File: src/rtl/station_pkg.sv
// Shared opcodes, FSM state encoding and command/ID field layouts for station_cntrl.
// Both input bytes split into a 2-bit tag and a 6-bit station number.
package station_pkg;

  localparam int OP_W = 2;
  localparam int STN_W = 6;
  localparam int BYTE_W = OP_W + STN_W;

  localparam logic [OP_W-1:0] OP_STOP = 2'b00;
  localparam logic [OP_W-1:0] OP_GO = 2'b01;

  typedef enum logic {
    IDLE,
    TRANSIT
  } state_t;

  typedef struct packed {
    logic [OP_W-1:0]  op;
    logic [STN_W-1:0] dest;
  } cmd_t;

  typedef struct packed {
    logic [OP_W-1:0]  tag;
    logic [STN_W-1:0] stn;
  } id_t;

endpackage

File: src/rtl/transit_tmr.sv
// Transit watchdog: counts enabled cycles since the last clear; expired is combinational from the count.
// Latency: expired asserts in the cycle the count sits at TMO_CYC-1 or beyond; no backpressure.
module transit_tmr #(
  parameter int TMO_W = 24,
  parameter logic [TMO_W-1:0] TMO_CYC = 24'hFF_FFFF
) (
  input  logic clk,
  input  logic rst,
  input  logic en,
  input  logic clr,
  output logic expired
);

  logic [TMO_W-1:0] cnt;

  always_ff @(posedge clk) begin
    if (rst) begin
      cnt <= '0;
    end else if (clr) begin
      cnt <= '0;
    end else if (en) begin
      cnt <= cnt + TMO_W'(1);
    end
  end

  // >= so a route kept alive by a terminal-cycle ID mismatch still times out next cycle
  assign expired = (cnt >= (TMO_CYC - TMO_W'(1)));

endmodule

File: src/rtl/station_cntrl.sv
// Station route controller: UART GO/STOP commands vs barcode IDs; clr_* consume inputs in the service cycle.
// in_transit updates one cycle after service; command wins over ID. Optional watchdog: TRANSIT_TIMEOUT_EN.
module station_cntrl
  import station_pkg::*;
#(
  parameter int TMO_W = 24,
  parameter logic [TMO_W-1:0] TMO_CYC = 24'hFF_FFFF
) (
  input  logic       clk,
  input  logic       rst,
  input  logic [7:0] cmd,
  input  logic       cmd_rdy,
  output logic       clr_cmd_rdy,
  input  logic [7:0] ID,
  input  logic       ID_vld,
  output logic       clr_ID_vld,
  input  logic       OK2Move,
  output logic       in_transit,
  output logic       go,
  output logic       buzz_en,
  output logic       tmo
);

  state_t           state, nxt_state;
  logic [STN_W-1:0] dest_id, nxt_dest_id;
  logic             go_acc;
  logic             tmo_set;
  logic             expired;
  cmd_t             cmd_f;
  id_t              id_f;

  assign cmd_f = cmd_t'(cmd);
  assign id_f  = id_t'(ID);

  assign in_transit = (state == TRANSIT);
  assign go         = in_transit & OK2Move;
  assign buzz_en    = in_transit & ~OK2Move;

`ifdef TRANSIT_TIMEOUT_EN
  logic tmo_q;

  transit_tmr #(
    .TMO_W  (TMO_W),
    .TMO_CYC(TMO_CYC)
  ) u_tmr (
    .clk    (clk),
    .rst    (rst),
    .en     (go),
    .clr    (go_acc),
    .expired(expired)
  );

  always_ff @(posedge clk) begin
    if (rst) begin
      tmo_q <= 1'b0;
    end else if (go_acc) begin
      tmo_q <= 1'b0;
    end else if (tmo_set) begin
      tmo_q <= 1'b1;
    end
  end

  assign tmo = tmo_q;
`else
  logic unused_cfg;

  assign expired    = 1'b0;
  assign tmo        = 1'b0;
  assign unused_cfg = ^{TMO_CYC, go_acc, tmo_set};
`endif

  always_ff @(posedge clk) begin
    if (rst) begin
      state   <= IDLE;
      dest_id <= '0;
    end else begin
      state   <= nxt_state;
      dest_id <= nxt_dest_id;
    end
  end

  always_comb begin
    nxt_state   = state;
    nxt_dest_id = dest_id;
    clr_cmd_rdy = 1'b0;
    clr_ID_vld  = 1'b0;
    go_acc      = 1'b0;
    tmo_set     = 1'b0;
    if (!rst) begin
      if (cmd_rdy) begin
        // ID_vld is left pending so it is judged against the updated destination
        clr_cmd_rdy = 1'b1;
        if (cmd_f.op == OP_GO) begin
          nxt_dest_id = cmd_f.dest;
          nxt_state   = TRANSIT;
          go_acc      = 1'b1;
        end else if (cmd_f.op == OP_STOP) begin
          nxt_state = IDLE;
        end
      end else if (ID_vld) begin
        clr_ID_vld = 1'b1;
        if (state == TRANSIT && id_f.tag == 2'b00 && id_f.stn == dest_id) begin
          nxt_state = IDLE;
        end
      end else if (state == TRANSIT && expired) begin
        nxt_state = IDLE;
        tmo_set   = 1'b1;
      end
    end
  end

endmodule

File: config.mk
export PLATFORM = sky130hd
export DESIGN_NAME = station_cntrl
export DESIGN_NICKNAME = d
export VERILOG_FILES = /design/src/rtl/station_pkg.sv /design/src/rtl/transit_tmr.sv /design/src/rtl/station_cntrl.sv
export SDC_FILE = /design/constraint.sdc
export NUM_CORES = 1
export LEC_CHECK = 0
export CAP_MARGIN = 20
export CELL_PAD_IN_SITES_DETAIL_PLACEMENT = 0
export CELL_PAD_IN_SITES_GLOBAL_PLACEMENT = 1
export CORE_UTILIZATION = 20
export CTS_CLUSTER_DIAMETER = 80
export DETAILED_ROUTE_END_ITERATION = 8
export HOLD_SLACK_MARGIN = 0.1
export PLACE_DENSITY = 0.79
export SLEW_MARGIN = 10
export SYNTH_ARGS = -nofsm -noshare
export SYNTH_HDL_FRONTEND = slang
export SYNTH_SLANG_ARGS = --single-unit
File: constraint.sdc
create_clock -name clk -period 1.11 [get_ports clk]
set_clock_uncertainty 0.05 [all_clocks]
set_input_delay 0.111 -clock clk [delete_from_list [all_inputs] [get_ports clk]]
set_output_delay 0.111 -clock clk [all_outputs]
set_load 0.1 [all_outputs]
* Yosys cells after proc, flatten, opt, wreduce, memory -nomap -nowiden
Cells that the tools add are included.
Operators by class: $add $sub $neg 0, $mul 0, div/mod/pow operators 0, $lt $le $gt $ge 0, equality and inequality tests 3, shifts and indexed selects 0, multiplexer cells 10, bitwise logic cells 3, reduce and logical (&&, ||, !) cells 8
Operators with widths (number):
- 2-to-1 mux 1 bit | 10
- == test 6 bit | 1
- zero test 2 bit | 2
- nonzero test 2 bit | 2
- != test 3 x 1 -> 1 bit, second input constant | 1
- AND reduction 3 bit | 1
- AND 1 bit | 2
- == test 2 x 1 -> 1 bit, second input constant | 1
- logical AND 1 bit | 2
- AND reduction 2 bit | 1
- inverter 1 bit | 1
Storage, ports and cells: flip-flop bits (word level) 7, latch bits 0, bits in writable memories 0, memory bits (read-only) 0, bits of input ports 21, output and inout bits 6, memories 0

* Longest topological paths before layout
word-level depth 6, depth in mapped cells 3

* Worst setup path before layout
Ideal clock, no wire load.
kind input to output, start in rst, end out clr_ID_vld, arrival time 2.510 ns, data required time 0.949 ns, setup slack -1.561 ns, cell stages on the path 2, buffers on the path 1, cells stage by stage clkbuf_1 -> nor3b_1
On the way: cells in the longest elaborated chain, start to end 1
Ends and longest elaborated chain:
- start: declaration | line station_cntrl.sv:10 | input logic rst,
- 2-to-1 mux 1 bit | line station_cntrl.sv:89 | if (!rst) begin
- end: declaration | line station_cntrl.sv:16 | output logic clr_ID_vld,
Every way passes these cells.

* Worst setup path after layout
start in ID_vld, end reg state, in the netlist in_transit
On the way: cells in the longest elaborated chain, start to end 2
Ends and longest elaborated chain:
- start: declaration | line station_cntrl.sv:15 | input logic ID_vld,
- nonzero test 2 bit (no source line)
- AND reduction 3 bit (no source line)
- end signal: assignment | line station_cntrl.sv:77 | state <= nxt_state;
- end: declaration | line station_cntrl.sv:24 | state_t state, nxt_state;
Every way passes these cells. A chain may end at the register's enable or synchronous reset.

==> flow_metrics.tcl <==
set metrics [dict create \
    status "finished clean" \
    cp_cell_sequence "dlygate4sd2_1 -> or4b_4 -> nor4_4 -> a211oi_2" \
    route.final.wire_length_microns 1010 \
    crit_family "simple AND/OR/NAND/NOR gates" \
    layout_common_cells "14 x clkdlybuf4s50_1, 6 x mux2i_1, 6 x nor2_1, 6 x xor2_1, 6 x dfxtp_1" \
    yosysUniqueCellTypes 17 \
    cts_tree "built" \
    area_growth_pct 116 \
    layout-drive-gt1-share_pct 31.0 \
    grt_max_degree 8 \
    placementRows 15 \
    grt_pass1_wl_microns 1590 \
    end_kind "flip-flop" \
    synth.area.mux_share_pct 15.9 \
    dp_hpwl_microns 837 \
    drc 0 \
    cpPeakStageDelay_ps 490 \
    yosysTopAreaCell "dfxtp_1" \
    start_util_pct 21.6 \
    vdd_drop_max_mv 0.390 \
    cts_sinks 7 \
    crit_type "in2reg" \
    grt_usage_pct 11.6 \
    fmax_mhz 919 \
    grt_setup_unrepaired "true" \
    drt-wirelength-per-cell_microns 10.5 \
    design.core.area_sq_um 1750 \
    hold_viol 0 \
    root_buffer "clkbuf_4" \
    report.final.slew_viol_count 0 \
    total_power_uw 743 \
    insertion_delay_ps 250 \
    period_share_pct 98.0 \
    arrival_ps 1160 \
    synth_top_cells_by_area "dfxtp_1 37%, mux2i_1 16%, xor2_1 14%" \
    dieHeight_microns 45.5 \
    powerDensity_nw_per_um2 909 \
    nets 93 \
    htree_levels 1 \
    path_clk_slew_ps 50 \
    synth_simple_gate_area_share_pct 25.2 \
    pin_count 27 \
    diodes 0 \
    yosysWarnings 0 \
    hold_path_class "in2reg" \
    cap_viol_max_count 0 \
    portBuffers 25 \
    syn_inst 39 \
    fillers 176 \
    power.leakage_uw 0.000389 \
    cts_hold_buffers 0 \
    crit_fanout 2 \
    layout.cells.most_common "clkdlybuf4s50_1" \
    synth_top_family_by_area "simple AND/OR/NAND/NOR gates" \
    overflow 0 \
    slowest_stage "or4b_4" \
    fp.dieW_microns 45.5 \
    place.gp.congestion 0.630 \
    synth_compound_area_share_pct 3.97 \
    cp.required_ps 1180 \
    ys_seq_area_share_pct 37.1 \
    ant_nets 0 \
    finalHoldWorstSlack_ps 350 \
    antenna_found_initial 0 \
    period_needed_ps 1090 \
    via_count 391 \
    synth-xor-area-share_pct 13.9 \
    cts_buffer_depth 2 \
    viasPerCell 4.07 \
    cts_made_buffers 3 \
    dr.pass1.iters 3 \
    yosys.area.top_type_share_pct 37.1 \
    drt_iter0_markers 3 \
    final-setup-viol-count 0 \
    avgSynthCellArea_sq_um 9.69 \
    netlist_area_sq_um 378 \
    ys_ff_latch 7 \
    path_buf_inv 1 \
    critPathLaunchType "input port" \
    grt_pass1_vias 381 \
    syn-num-nets 60 \
    dieArea_sq_um 2070 \
    synth-adder-area-share_pct 0 \
]
## per-stage QoR
stage	util, %	setup WS [ps]	instance area [sq um]	cells	setup TNS [ps]
finish	46.8	22.1	817	96	0
global route	46.8	-14.1	817	96	-14.1
CTS	45.7	-152	797	96	-152
detailed placement	43.5	-532	759	91	-2350
global placement	43.5	-426	759	91	-2110
floorplan	-	-169	419	39	-438
## layer usage
| metal | global-route usage, % | wire (microns) | up-vias |
|---|---|---|---|
| li1 | - | - | 193 |
| met1 | 10.8 | 392 | 180 |
| met2 | 18.9 | 503 | 18 |
| met3 | 5.95 | 116 | 0 |
| met5 | 0 | 0 | - |
| met4 | 9.09 | 0 | 0 |
## registers in the layout, summed over array words and instances, names as in the netlist
register and cells:
dest_id 6, in_transit 1
## cells in the mapped netlist
cell type  instances
nor2b_1            2
a211oi_1           1
and2_1             1
a21boi_0           1
buf_4              1
nor3b_1            1
nor2_1             6
clkbuf_1           1
dfxtp_1            7
xor2_1             6
or2b_1             1
conb_1             1
nand3b_2           1
mux2i_1            6
or4b_1             1
nor4_2             1
nor3_1             1
## report_power, final
part	switching, uW	total, uW	internal [uW]
sequential	5.74	265	260
clock	90.5	227	137
combinational	125	250	125
## logic make-up (layout without fill, tap and decap cells)
logic type	Yosys count	count (layout)
and+or+nand+nor	15	15
xor gates and xnor gates	6	6
other	1	1
buffers and inverters	2	34
muxes	6	6
DFF	7	7
AOI/OAI and AO/OA	2	2
## final timing paths
path                                 from                      end  slack (ps)  cells after the start
setup / recovery                   ID_vld  in_transit$_SDFFE_PP0P_          20                      4
hold / removal                      ID[7]  in_transit$_SDFFE_PP0P_         350                      4
setup reg to reg  dest_id[5]$_SDFFE_PP0P_  in_transit$_SDFFE_PP0P_          50                      3
hold reg to reg   dest_id[0]$_SDFFE_PP0P_  dest_id[0]$_SDFFE_PP0P_         470                      2
## repair_timing
item	in CTS	in global routing
pin swaps	3	3
setup endpoints to repair	5	2
cloned	0	0
setup buffers	1	0
resized for setup	7	5
## final cells by class
cell class / instances / area [sq um] / share of cell area, %
well taps: 25 / 31.3 / 3.83
clock buffers: 4 / 26.3 / 3.22
repair buffers: 30 / 343 / 42.0
flip-flops and latches: 7 / 144 / 17.6
multi-input cells: 30 / 273 / 33.4
## worst min-delay path, cell delays in order
cell,delay [ps]
dlymetal6s2s_1,90
or4b_4,150
nor4_4,40
a211oi_2,200
(Power assumes the default switching activity.)
